==> src/rtl/uart_rx_sample_loader.sv <==
// 8N1 UART receiver that pairs consecutive bytes into signed complex samples
// (even byte real, odd byte imaginary) and tags each with a frame-relative index.
module uart_rx_sample_loader #(
  parameter int N            = 256,
  parameter int CLKS_PER_BIT = 10,
  parameter int IDX_W        = $clog2(N)
) (
  input  logic                    clk,
  input  logic                    rst_n,
  input  logic                    rx_i,
  input  logic                    clr_i,
  output logic signed [7:0]       data_re,
  output logic signed [7:0]       data_im,
  output logic                    sample_valid,
  output logic [IDX_W-1:0]        sample_idx,
  output logic                    frame_done,
  output logic                    byte_err
);

  localparam int CNT_W = $clog2(CLKS_PER_BIT);
  localparam logic [CNT_W-1:0] CNT_LAST = CNT_W'(CLKS_PER_BIT - 1);
  localparam logic [CNT_W-1:0] CNT_HALF = CNT_W'(CLKS_PER_BIT / 2 - 1);
  localparam logic [IDX_W-1:0] IDX_LAST = IDX_W'(N - 1);

  typedef enum logic [1:0] {IDLE, START, DATA, STOP} state_t;

  state_t           state_q, state_d;
  logic             rx_meta_q, rx_s_q;
  logic [CNT_W-1:0] cnt_q, cnt_d;
  logic [2:0]       bit_q, bit_d;
  logic [7:0]       shift_q, shift_d;
  logic             byte_ok, byte_bad;

  logic             phase_im_q, phase_im_d;
  logic [7:0]       re_hold_q, re_hold_d;
  logic [7:0]       re_q, re_d, im_q, im_d;
  logic             valid_q, valid_d;
  logic             done_q, done_d;
  logic             err_q;
  logic [IDX_W-1:0] idx_q, idx_d;

  always_comb begin
    state_d  = state_q;
    cnt_d    = cnt_q + 1'b1;
    bit_d    = bit_q;
    shift_d  = shift_q;
    byte_ok  = 1'b0;
    byte_bad = 1'b0;
    unique case (state_q)
      IDLE: begin
        cnt_d = '0;
        if (!rx_s_q) state_d = START;
      end
      START: begin
        if (cnt_q == CNT_HALF) begin
          cnt_d   = '0;
          bit_d   = '0;
          state_d = rx_s_q ? IDLE : DATA;
        end
      end
      DATA: begin
        if (cnt_q == CNT_LAST) begin
          cnt_d   = '0;
          shift_d = {rx_s_q, shift_q[7:1]};
          bit_d   = bit_q + 3'd1;
          if (bit_q == 3'd7) state_d = STOP;
        end
      end
      STOP: begin
        // Returning to IDLE at mid-stop re-arms half a bit before the next start edge.
        if (cnt_q == CNT_LAST) begin
          cnt_d    = '0;
          state_d  = IDLE;
          byte_ok  = rx_s_q;
          byte_bad = !rx_s_q;
        end
      end
      default: state_d = IDLE;
    endcase
  end

  always_comb begin
    phase_im_d = phase_im_q;
    re_hold_d  = re_hold_q;
    re_d       = re_q;
    im_d       = im_q;
    valid_d    = 1'b0;
    done_d     = 1'b0;
    idx_d      = valid_q ? idx_q + 1'b1 : idx_q;
    if (clr_i) begin
      phase_im_d = 1'b0;
      idx_d      = '0;
    end else if (byte_ok) begin
      if (!phase_im_q) begin
        re_hold_d  = shift_q;
        phase_im_d = 1'b1;
      end else begin
        re_d       = re_hold_q;
        im_d       = shift_q;
        valid_d    = 1'b1;
        done_d     = (idx_d == IDX_LAST);
        phase_im_d = 1'b0;
      end
    end
  end

  always_ff @(posedge clk or negedge rst_n) begin
    if (!rst_n) begin
      rx_meta_q  <= 1'b1;
      rx_s_q     <= 1'b1;
      state_q    <= IDLE;
      cnt_q      <= '0;
      bit_q      <= '0;
      shift_q    <= '0;
      phase_im_q <= 1'b0;
      re_hold_q  <= '0;
      re_q       <= '0;
      im_q       <= '0;
      valid_q    <= 1'b0;
      done_q     <= 1'b0;
      err_q      <= 1'b0;
      idx_q      <= '0;
    end else begin
      rx_meta_q  <= rx_i;
      rx_s_q     <= rx_meta_q;
      state_q    <= state_d;
      cnt_q      <= cnt_d;
      bit_q      <= bit_d;
      shift_q    <= shift_d;
      phase_im_q <= phase_im_d;
      re_hold_q  <= re_hold_d;
      re_q       <= re_d;
      im_q       <= im_d;
      valid_q    <= valid_d;
      done_q     <= done_d;
      err_q      <= byte_bad;
      idx_q      <= idx_d;
    end
  end

  assign data_re      = re_q;
  assign data_im      = im_q;
  assign sample_valid = valid_q;
  assign sample_idx   = idx_q;
  assign frame_done   = done_q;
  assign byte_err     = err_q;

endmodule

==> config.mk <==
export PLATFORM = sky130hd
export DESIGN_NAME = uart_rx_sample_loader
export DESIGN_NICKNAME = d
export VERILOG_FILES = /design/src/rtl/uart_rx_sample_loader.sv
export SDC_FILE = /design/constraint.sdc
export NUM_CORES = 1
export LEC_CHECK = 0
export BUFFER_PORTS_ARGS = -buffer_cell sky130_fd_sc_hd__buf_2
export CAP_MARGIN = 20
export CORE_UTILIZATION = 50
export CTS_BUF_LIST = sky130_fd_sc_hd__clkbuf_8
export CTS_CLUSTER_DIAMETER = 200
export DETAILED_ROUTE_END_ITERATION = 7
export PLACE_DENSITY = 0.79
export SYNTH_ARGS = -nofsm -noshare
export SYNTH_HDL_FRONTEND = slang
export SYNTH_SLANG_ARGS = --single-unit
==> constraint.sdc <==
create_clock -name clk -period 2.15 [get_ports clk]
set_input_delay 0.43 -clock clk [delete_from_list [all_inputs] [get_ports clk]]
set_output_delay 0.43 -clock clk [all_outputs]
set_load 0.03 [all_outputs]
==> results.sh, run 1 <==
export IMPL_fillers=363
export IMPL_clk_pin_slew_ps=100
export IMPL_syn_inst=180
export IMPL_htree_levels=2
export IMPL_placed_cell_area_um2=2570
export IMPL_overflow=0
export IMPL_leakagePower_nw=1.39
export IMPL_grt_max_degree=56
export IMPL_cts_tree="built"
export IMPL_cp_slowest_cell="dfrtp_1"
export IMPL_r2r_start="cnt_q[1]$_DFF_PN0_"
export IMPL_die_w_um=71.5
export IMPL_synth_edf_count=0
export IMPL_nets=220
export IMPL_core_area_um2=4500
export IMPL_setup_viol=0
export IMPL_ant_nets=0
export IMPL_critPathBufInv=1
export IMPL_grt_pass1_vias=1370
export IMPL_cts_resized=0
export IMPL_initial_core_util_pct=53.6
export IMPL_area_growth_pct=10.4
export IMPL_r2r_setup_slack_ps=260
export IMPL_portBuffers=30
export IMPL_die_h_um=71.5
export IMPL_fin_skew_ps=7.28
export IMPL_rsz0062_at_grt="no"
export IMPL_required_ps=2350
export IMPL_ys_seq_area_share_pct=57.1
export IMPL_row_count=24
export IMPL_synth_ff_type="dfrtp_1"
export IMPL_cts_root_buffer="clkbuf_8"
export IMPL_post_cts_buffers=0
export IMPL_finalMaxSlewViolations=0
export IMPL_postCtsHoldBufs=0
export IMPL_post_route_cell_area_um2=2660
export IMPL_track_usage_pct=16.0
export IMPL_hold_class="primary input to asynchronous set/reset pin"
export IMPL_antenna_found_initial=0
export IMPL_endpoint_kind="register"
export IMPL_ios=31
export IMPL_synth_area_um2=2410
export IMPL_postRouteWirelength_um=3590
export IMPL_period_needed_ps=1890
export IMPL_synth_cell_types=35
export IMPL_pre_cts_slack_ps=257
export IMPL_fin_ws_ps=258
export IMPL_synth_common_cells="53 x dfrtp_1, 23 x mux2_2, 14 x nor2_1, 8 x mux2_4"
export IMPL_maxCapViolations=0
export IMPL_synth_fp_nets=190
export IMPL_tightest_slew_ps=418
export IMPL_wl_per_cell_um=13.7
export IMPL_clock_latency_ps=310
export IMPL_path_delay_family="simple AND/OR/NAND/NOR gates"
export IMPL_drt_first_pass_iters=4
export IMPL_ys_seq_elements=55
export IMPL_layout_drive_gt1_share_pct=37.4
export IMPL_drt_iter0_markers=59
export IMPL_drc=0
export IMPL_powerDensity_nw_per_um2=771
export IMPL_ys_warnings_count=0
export IMPL_start_kind="register"
export IMPL_vias=1405
export IMPL_cp_startpoint="cnt_q[1]$_DFF_PN0_"
export IMPL_worstPathArrival_ps=2090
export IMPL_ir_worst_vdd_mv=0.485
export IMPL_max_freq_ghz=0.528
export IMPL_cts_buffer_depth=2
export IMPL_antenna_cells=0
export IMPL_synth_most_common_cell="dfrtp_1"
export IMPL_status="finished clean"
export IMPL_hpwl_um=2460
export IMPL_clock_sinks=55
export IMPL_setup_tns_ps=0
export IMPL_crit_fanout=18
export IMPL_cts_inserted_buffers=5
export IMPL_dieArea_um2=5110
export IMPL_fin_crit_sh_pct=88.0
export IMPL_place_congestion=0.753
export IMPL_via_per_inst=5.34
export IMPL_critPathKind="register to register"
export IMPL_yosysTopAreaCell="dfrtp_1"
export IMPL_hold_viol=0
export IMPL_yosysTopAreaCellShare_pct=55.0
export IMPL_slew_limit_headroom_pct=72.1
export IMPL_synthTopCellsByArea="dfrtp_1 55%, mux2_2 11%, mux2_4 5.0%"
export IMPL_async_flop_share_pct=100
export IMPL_worstPathCellList="inv_1, ha_1, nand4b_4, nor3_2, and2_4, mux2_2"
export IMPL_max_stage_delay_ps=400
export IMPL_avgSynthCellArea_um2=13.4
export IMPL_grt_pass1_wl_um=6350
==> sequential cells by signal, indices dropped and copies added (netlist names), named ones only <==
name / count
data_im: 8
data_re: 8
re_hold_q: 8
sample_idx: 8
shift_q: 8
cnt_q: 4
bit_q: 3
byte_err: 1
frame_done: 1
phase_im_q: 1
rx_meta_q: 1
rx_s_q: 1
sample_valid: 1
state_q: 1
==> layout by cell type, fill, tap and decap left out, drive strengths merged, types with 3 or more instances in the layout <==
cell type / n
a21oi: 5
nor3b: 3
xor2: 7
mux2: 31
ha: 6
dfrtp: 53
o21ai: 7
nor2: 14
nand2: 6
buf: 32
clkbuf: 5
inv: 6
xnor2: 4
nand3: 7
==> per-layer routing <==
metal	global-route usage (%)	up-vias	part of all wire [%]	wire [um]
met3	3.80	8	3.1	110
li1	-	672	-	-
met1	21.4	701	48	1720
met2	25.0	24	47	1680
met4	7.19	0	2.2	79
met5	0	-	0	0
==> power breakdown <==
part | internal, mW | switching, mW | total, mW | leakage, nW
clock | 0.233 | 0.331 | 0.564 | 0.0443
sequential | 1.11 | 0.0895 | 1.20 | 0.750
combinational | 0.131 | 0.162 | 0.293 | 0.598
==> worst paths after layout <==
check,end,cells past startpoint
setup / recovery,data_im[5]$_DFFE_PN0P_,6
hold / removal,sample_idx[2]$_DFF_PN0_,2
setup reg to reg,data_im[5]$_DFFE_PN0P_,6
hold reg to reg,rx_s_q$_DFF_PN1_,0
max in group asynchronous,rx_meta_q$_DFF_PN1_,2
min in group clk,rx_meta_q$_DFF_PN1_,1
==> cell families (layout without fill, tap and decap cells) <==
kind of cell | count (synthesis) | after routing | synth area share, %
and+or+nand+nor | 46 | 46 | 11.7
adders and majority gates | 6 | 6 | 3.11
AOI/OAI and AO/OA | 14 | 14 | 3.01
muxes | 33 | 33 | 16.5
DFF | 55 | 55 | 57.1
buffers and inverters | 15 | 46 | 4.51
xor gates and xnor gates | 11 | 11 | 3.99
==> through the flow <==
step                util, %  cells  power, mW  hold slack [ps]
floorplan                 -    180       1.44              134
global placement       57.1    255       1.50              346
detailed placement     57.1    255       1.52              347
CTS                    59.1    263       2.09             94.9
global route           59.1    263       2.19              111
finish                 59.1    263       2.05              100
==> cell type report <==
cell class              instances  area, um^2  share of cell area, %
flip-flops and latches         55        1380                   51.8
multi-input cells             110         926                   34.8
repair buffers                 32         178                   6.67
clock buffers                   5        68.8                   2.58
clock inverters                 3        25.0                  0.939
well taps                      52        65.1                   2.44
inverters                       6        22.5                  0.845
Note: power is estimated with default switching activity, not from simulation.
==> run 2, diff against run 1 <==
--- a/config.mk
+++ b/config.mk
@@ -7,11 +7,12 @@
 export LEC_CHECK = 0
 export BUFFER_PORTS_ARGS = -buffer_cell sky130_fd_sc_hd__buf_2
 export CAP_MARGIN = 20
-export CORE_UTILIZATION = 50
+export CORE_UTILIZATION = 59
 export CTS_BUF_LIST = sky130_fd_sc_hd__clkbuf_8
 export CTS_CLUSTER_DIAMETER = 200
 export DETAILED_ROUTE_END_ITERATION = 7
-export PLACE_DENSITY = 0.79
+export MAX_ROUTING_LAYER = met4
+export PLACE_DENSITY = 0.9
 export SYNTH_ARGS = -nofsm -noshare
 export SYNTH_HDL_FRONTEND = slang
 export SYNTH_SLANG_ARGS = --single-unit
==> run 2 against run 1 <==
Net effect:
- first-iteration DRC count rose by 53%
- sequential share of layout area up 0.24 points
- clock power increased by 4.6%
- largest power group unchanged
- final cell count shrank 1.5%
- via count grew 0.71%
- worst hold slack gained 120 ps
- combinational power down 1%
- clock-buffer cell count grew 1
- critical path depth unchanged
==> results.sh, run 2 (same netlist as run 1, synthesis figures left out) <==
export IMPL_status="finished clean"
export IMPL_clock_sinks=55
export IMPL_drt_first_pass_iters=4
export IMPL_cts_tree="built"
export IMPL_leakagePower_nw=1.39
export IMPL_overflow=0
export IMPL_drt_iter0_markers=90
export IMPL_wl_per_cell_um=15.2
export IMPL_antenna_found_initial=0
export IMPL_pre_cts_slack_ps=231
export IMPL_slew_limit_headroom_pct=55.4
export IMPL_finalMaxSlewViolations=0
export IMPL_fillers=261
export IMPL_tightest_slew_ps=670
export IMPL_cts_buffer_depth=2
export IMPL_crit_fanout=18
export IMPL_setup_tns_ps=0
export IMPL_powerDensity_nw_per_um2=784
export IMPL_die_w_um=66.0
export IMPL_row_count=22
export IMPL_drc=0
export IMPL_area_growth_pct=9.85
export IMPL_dieArea_um2=4350
export IMPL_setup_viol=0
export IMPL_worstPathArrival_ps=2110
export IMPL_critPathKind="register to register"
export IMPL_cts_inserted_buffers=5
export IMPL_grt_pass1_vias=1393
export IMPL_layout_drive_gt1_share_pct=37.4
export IMPL_final_common_cell="dfrtp_1"
export IMPL_clock_latency_ps=310
export IMPL_hpwl_um=2680
export IMPL_mostFrequentLayoutCells="53 x dfrtp_1, 30 x buf_2, 23 x mux2_2"
export IMPL_required_ps=2350
export IMPL_grt_max_degree=56
export IMPL_htree_levels=2
export IMPL_fin_crit_sh_pct=88.9
export IMPL_ir_worst_vdd_mv=0.564
export IMPL_post_route_cell_area_um2=2650
export IMPL_hold_class="primary input to register"
export IMPL_clk_pin_slew_ps=100
export IMPL_core_area_um2=3800
export IMPL_maxCapViolations=0
export IMPL_placed_cell_area_um2=2550
export IMPL_via_per_inst=5.46
export IMPL_portBuffers=30
export IMPL_nets=220
export IMPL_max_freq_ghz=0.523
export IMPL_endpoint_kind="register"
export IMPL_start_kind="register"
export IMPL_postCtsHoldBufs=0
export IMPL_post_cts_buffers=0
export IMPL_cts_resized=0
export IMPL_hold_viol=0
export IMPL_grt_pass1_wl_um=6430
export IMPL_ant_nets=0
export IMPL_vias=1415
export IMPL_antenna_cells=0
export IMPL_place_congestion=0.800
export IMPL_cts_root_buffer="clkbuf_8"
export IMPL_die_h_um=66.0
export IMPL_postRouteWirelength_um=3940
export IMPL_period_needed_ps=1910
export IMPL_fin_skew_ps=9.59
export IMPL_initial_core_util_pct=63.5
export IMPL_final_util_pct=69.8
export IMPL_rsz0062_at_grt="no"
export IMPL_fin_ws_ps=239
export IMPL_ios=31
export IMPL_track_usage_pct=20.5
run 2: report_power, final:
group / leakage, nW / internal, mW / switching [mW]
registers: 0.750 / 1.11 / 0.0919
logic: 0.594 / 0.128 / 0.161
clock network: 0.0474 / 0.263 / 0.327
total: 1.39 / 1.50 / 0.579
run 2: worst paths after layout:
check                                     from                     end  slack (ps)  cells after the start
setup / recovery            cnt_q[1]$_DFF_PN0_  data_im[6]$_DFFE_PN0P_         240                      6
hold / removal                            rx_i     rx_meta_q$_DFF_PN1_         220                      1
setup reg to reg            cnt_q[1]$_DFF_PN0_  data_im[6]$_DFFE_PN0P_         240                      6
hold reg to reg            rx_meta_q$_DFF_PN1_        rx_s_q$_DFF_PN1_         360                      0
max in group asynchronous                rst_n  phase_im_q$_DFFE_PN0P_        1460                      2
min in group asynchronous                rst_n  data_im[6]$_DFFE_PN0P_         230                      2
run 2: area by class of cell:
cell class              instances  area [um^2]  area share (%)
flip-flops and latches         55         1380            52.0
multi-input cells             110          926            34.9
repair buffers                 32          165            6.23
clock buffers                   6         82.6            3.11
well taps                      48         60.1            2.27
inverters                       6         22.5           0.849
clock inverters                 2         16.3           0.613
run 2: worst max-delay path, cell delays in order, from the launching register on:
cell      delay [ps]
dfrtp_1          400
inv_1             90
ha_1             220
nand4b_4         150
nor3_2           200
and2_4           360
mux2_2           390
run 2: stage by stage:
stage | cells | hold slack (ps) | total power, mW
finish | 259 | 218 | 2.08
global route | 259 | 206 | 2.19
CTS | 259 | 211 | 2.10
detailed placement | 251 | 347 | 1.51
global placement | 251 | 346 | 1.49
floorplan | 180 | 134 | 1.44
run 2: routing by layer:
layer	vias to the layer above	global-route usage, %	part of all wire, %
met2	22	33.4	50
met3	8	4.31	2.9
met4	0	6.38	1.3
met1	710	25.8	45
li1	675	-	-
met5	-	-	0
==> run 3, diff against run 2 <==
--- a/config.mk
+++ b/config.mk
@@ -7,12 +7,12 @@
 export LEC_CHECK = 0
 export BUFFER_PORTS_ARGS = -buffer_cell sky130_fd_sc_hd__buf_2
 export CAP_MARGIN = 20
-export CORE_UTILIZATION = 59
+export CORE_UTILIZATION = 64
 export CTS_BUF_LIST = sky130_fd_sc_hd__clkbuf_8
 export CTS_CLUSTER_DIAMETER = 200
 export DETAILED_ROUTE_END_ITERATION = 7
 export MAX_ROUTING_LAYER = met4
-export PLACE_DENSITY = 0.9
+export PLACE_DENSITY = 0.95
 export SYNTH_ARGS = -nofsm -noshare
 export SYNTH_HDL_FRONTEND = slang
 export SYNTH_SLANG_ARGS = --single-unit
==> constraint.sdc (replaced) <==
create_clock -name clk -period 2.4 [get_ports clk]
set_input_delay 0.48 -clock clk [delete_from_list [all_inputs] [get_ports clk]]
set_output_delay 0.48 -clock clk [all_outputs]
set_load 0.03 [all_outputs]
==> run 3 against run 2 <==
Net effect:
- clock-buffer cell count shrank 1
- final cell count down 1.2%
- critical endpoint is now data_im[0]$_DFFE_PN0P_
- register-to-register slack improved by 250 ps
- sequential cell count stayed put
- worst setup slack better by 250 ps
- core utilization is 6.4 points higher
- clock power down 17%
- worst hold slack got worse by 110 ps
- maximum frequency increased by 0.20%
- non-clock buffer count shrank 1
- global-route usage grew 2.1 points
- via count fell by 0.78%
==> results.sh, run 3 (same netlist as run 1, synthesis figures left out) <==
export IMPL_hold_viol=0
export IMPL_ant_nets=0
export IMPL_place_congestion=0.803
export IMPL_fin_crit_sh_pct=79.5
export IMPL_drt_first_pass_iters=4
export IMPL_cts_resized=0
export IMPL_post_cts_buffers=0
export IMPL_antenna_found_initial=0
export IMPL_rr_worst_depth=6
export IMPL_required_ps=2580
export IMPL_grt_busiest_layer="met2"
export IMPL_rsz0062_at_grt="no"
export IMPL_r2r_setup_slack_ps=490
export IMPL_dieArea_um2=4020
export IMPL_via_per_inst=5.48
export IMPL_period_needed_ps=1910
export IMPL_worstPathCellList="inv_1, ha_1, nand4b_4, nor3_2, and2_4, mux2_2"
export IMPL_tightest_slew_ps=442
export IMPL_nets=219
export IMPL_pre_cts_slack_ps=498
export IMPL_seq_power_share_pct=60.5
export IMPL_placedCellCount=248
export IMPL_start_kind="register"
export IMPL_cts_root_buffer="clkbuf_8"
export IMPL_portBuffers=30
export IMPL_die_w_um=63.4
export IMPL_clock_sinks=55
export IMPL_use_met3_pct=4.35
export IMPL_track_usage_pct=22.6
export IMPL_layout_cells_non_filler=256
export IMPL_regToRegEndpoint="data_im[0]$_DFFE_PN0P_"
export IMPL_postCtsHoldBufs=0
export IMPL_initial_core_util_pct=69.6
export IMPL_mostFrequentLayoutCells="53 x dfrtp_1, 30 x buf_2, 23 x mux2_2"
export IMPL_crit_fanout=18
export IMPL_final_common_cell="dfrtp_1"
export IMPL_critPathKind="register to register"
export IMPL_antenna_cells=0
export IMPL_max_freq_ghz=0.524
export IMPL_setup_tns_ps=0
export IMPL_setup_viol=0
export IMPL_cts_tree="built"
export IMPL_ir_worst_vdd_mv=0.541
export IMPL_grt_pass1_wl_um=6690
export IMPL_combPwrFrac_pct=12.5
export IMPL_postRouteWirelength_um=3850
export IMPL_overflow=0
export IMPL_ios=31
export IMPL_endpoint_kind="register"
export IMPL_met2_usage_pct=36.2
export IMPL_grt_max_degree=38
export IMPL_wl_per_cell_um=15.1
export IMPL_power_internal_mw=1.30
export IMPL_die_h_um=63.4
export IMPL_fin_skew_ps=10.6
export IMPL_switchingPower_mw=0.512
export IMPL_cts_inserted_buffers=5
export IMPL_drc=0
export IMPL_fin_ws_ps=492
export IMPL_maxCapViolations=0
export IMPL_pwr_share_clk_pct=27.0
export IMPL_layout_drive_gt1_share_pct=37.1
export IMPL_cts_buffer_depth=2
export IMPL_r2r_start="cnt_q[1]$_DFF_PN0_"
export IMPL_slew_limit_headroom_pct=70.6
export IMPL_area_growth_pct=9.54
export IMPL_swShare_pct=28.2
export IMPL_leakagePower_nw=1.38
export IMPL_grt_pass1_vias=1425
export IMPL_worstPathArrival_ps=2090
export IMPL_hold_class="primary input to asynchronous set/reset pin"
export IMPL_hpwl_um=2730
export IMPL_htree_levels=2
export IMPL_whs_ps=107
export IMPL_fillers=226
export IMPL_vias=1404
export IMPL_clock_latency_ps=300
export IMPL_drt_iter0_markers=79
export IMPL_cp_slowest_cell="dfrtp_1"
export IMPL_powerDensity_nw_per_um2=686
export IMPL_status="finished clean"
export IMPL_clk_pin_slew_ps=100
export IMPL_row_count=21
export IMPL_finalMaxSlewViolations=0
export IMPL_max_stage_delay_ps=400
export IMPL_gr_usage_met1_pct=28.5
export IMPL_core_area_um2=3470
run 3: changes by cell type in the layout (fill, tap and decap cells not counted):
| cell | previous run | this run |
|---|---|---|
| clkinv_4 | 1 | 0 |
| clkinvlp_4 | 1 | 2 |
| clkinv_2 | 0 | 1 |
| clkbuf_8 | 6 | 5 |
| buf_12 | 0 | 1 |
| buf_4 | 2 | 0 |
run 3: layout make-up:
class	instances	area, um^2	area share, %
timing repair buffer	31	170	6.44
clock buffer	5	68.8	2.60
inverter	6	22.5	0.852
tap	46	57.6	2.18
clock inverter	3	20.0	0.757
multi-input combinational	110	926	35.0
sequential	55	1380	52.2
run 3: critical path: cells and delay by family (launching register included):
kind / cells / cell delay (ps)
adders and majority gates: 1 / 220
and+or+nand+nor: 3 / 720
buffers and inverters: 1 / 80
muxes: 1 / 380
DFF: 1 / 400
run 3: power groups by stage:
stage / clock [mW] / combinational, mW / sequential (mW)
detailed placement: 0 / 0.229 / 1.11
floorplan: 0 / 0.229 / 1.06
global route: 0.541 / 0.267 / 1.11
CTS: 0.501 / 0.230 / 1.10
finish: 0.490 / 0.226 / 1.10
global placement: 0 / 0.221 / 1.11
run 3: metrics by stage:
step	utilization, %	area, um^2	total power [mW]
global placement	73.7	2550	1.33
global route	76.2	2640	1.92
CTS	76.2	2640	1.83
floorplan	-	2410	1.29
finish	76.2	2640	1.81
detailed placement	73.7	2550	1.34
run 3: layer usage:
layer / part of all wire (%) / wire [um]
met1: 44 / 1710
met2: 52 / 2010
met3: 2.4 / 92
met4: 1.1 / 42
met5: 0 / 0
run 3: worst max-delay path by stage:
| stage | from | to | slack [ps] |
|---|---|---|---|
| 3_3_place_gp | cnt_q[1]$_DFF_PN0_ | data_im[5]$_DFFE_PN0P_ | 590 |
| 6_report | cnt_q[1]$_DFF_PN0_ | data_im[0]$_DFFE_PN0P_ | 490 |
| 4_1_cts | cnt_q[1]$_DFF_PN0_ | data_im[0]$_DFFE_PN0P_ | 480 |
| 2_1_floorplan | cnt_q[1]$_DFF_PN0_ | data_im[7]$_DFFE_PN0P_ | 630 |
| 5_1_grt | cnt_q[1]$_DFF_PN0_ | data_im[6]$_DFFE_PN0P_ | 380 |
| 3_5_place_dp | cnt_q[1]$_DFF_PN0_ | data_im[0]$_DFFE_PN0P_ | 500 |
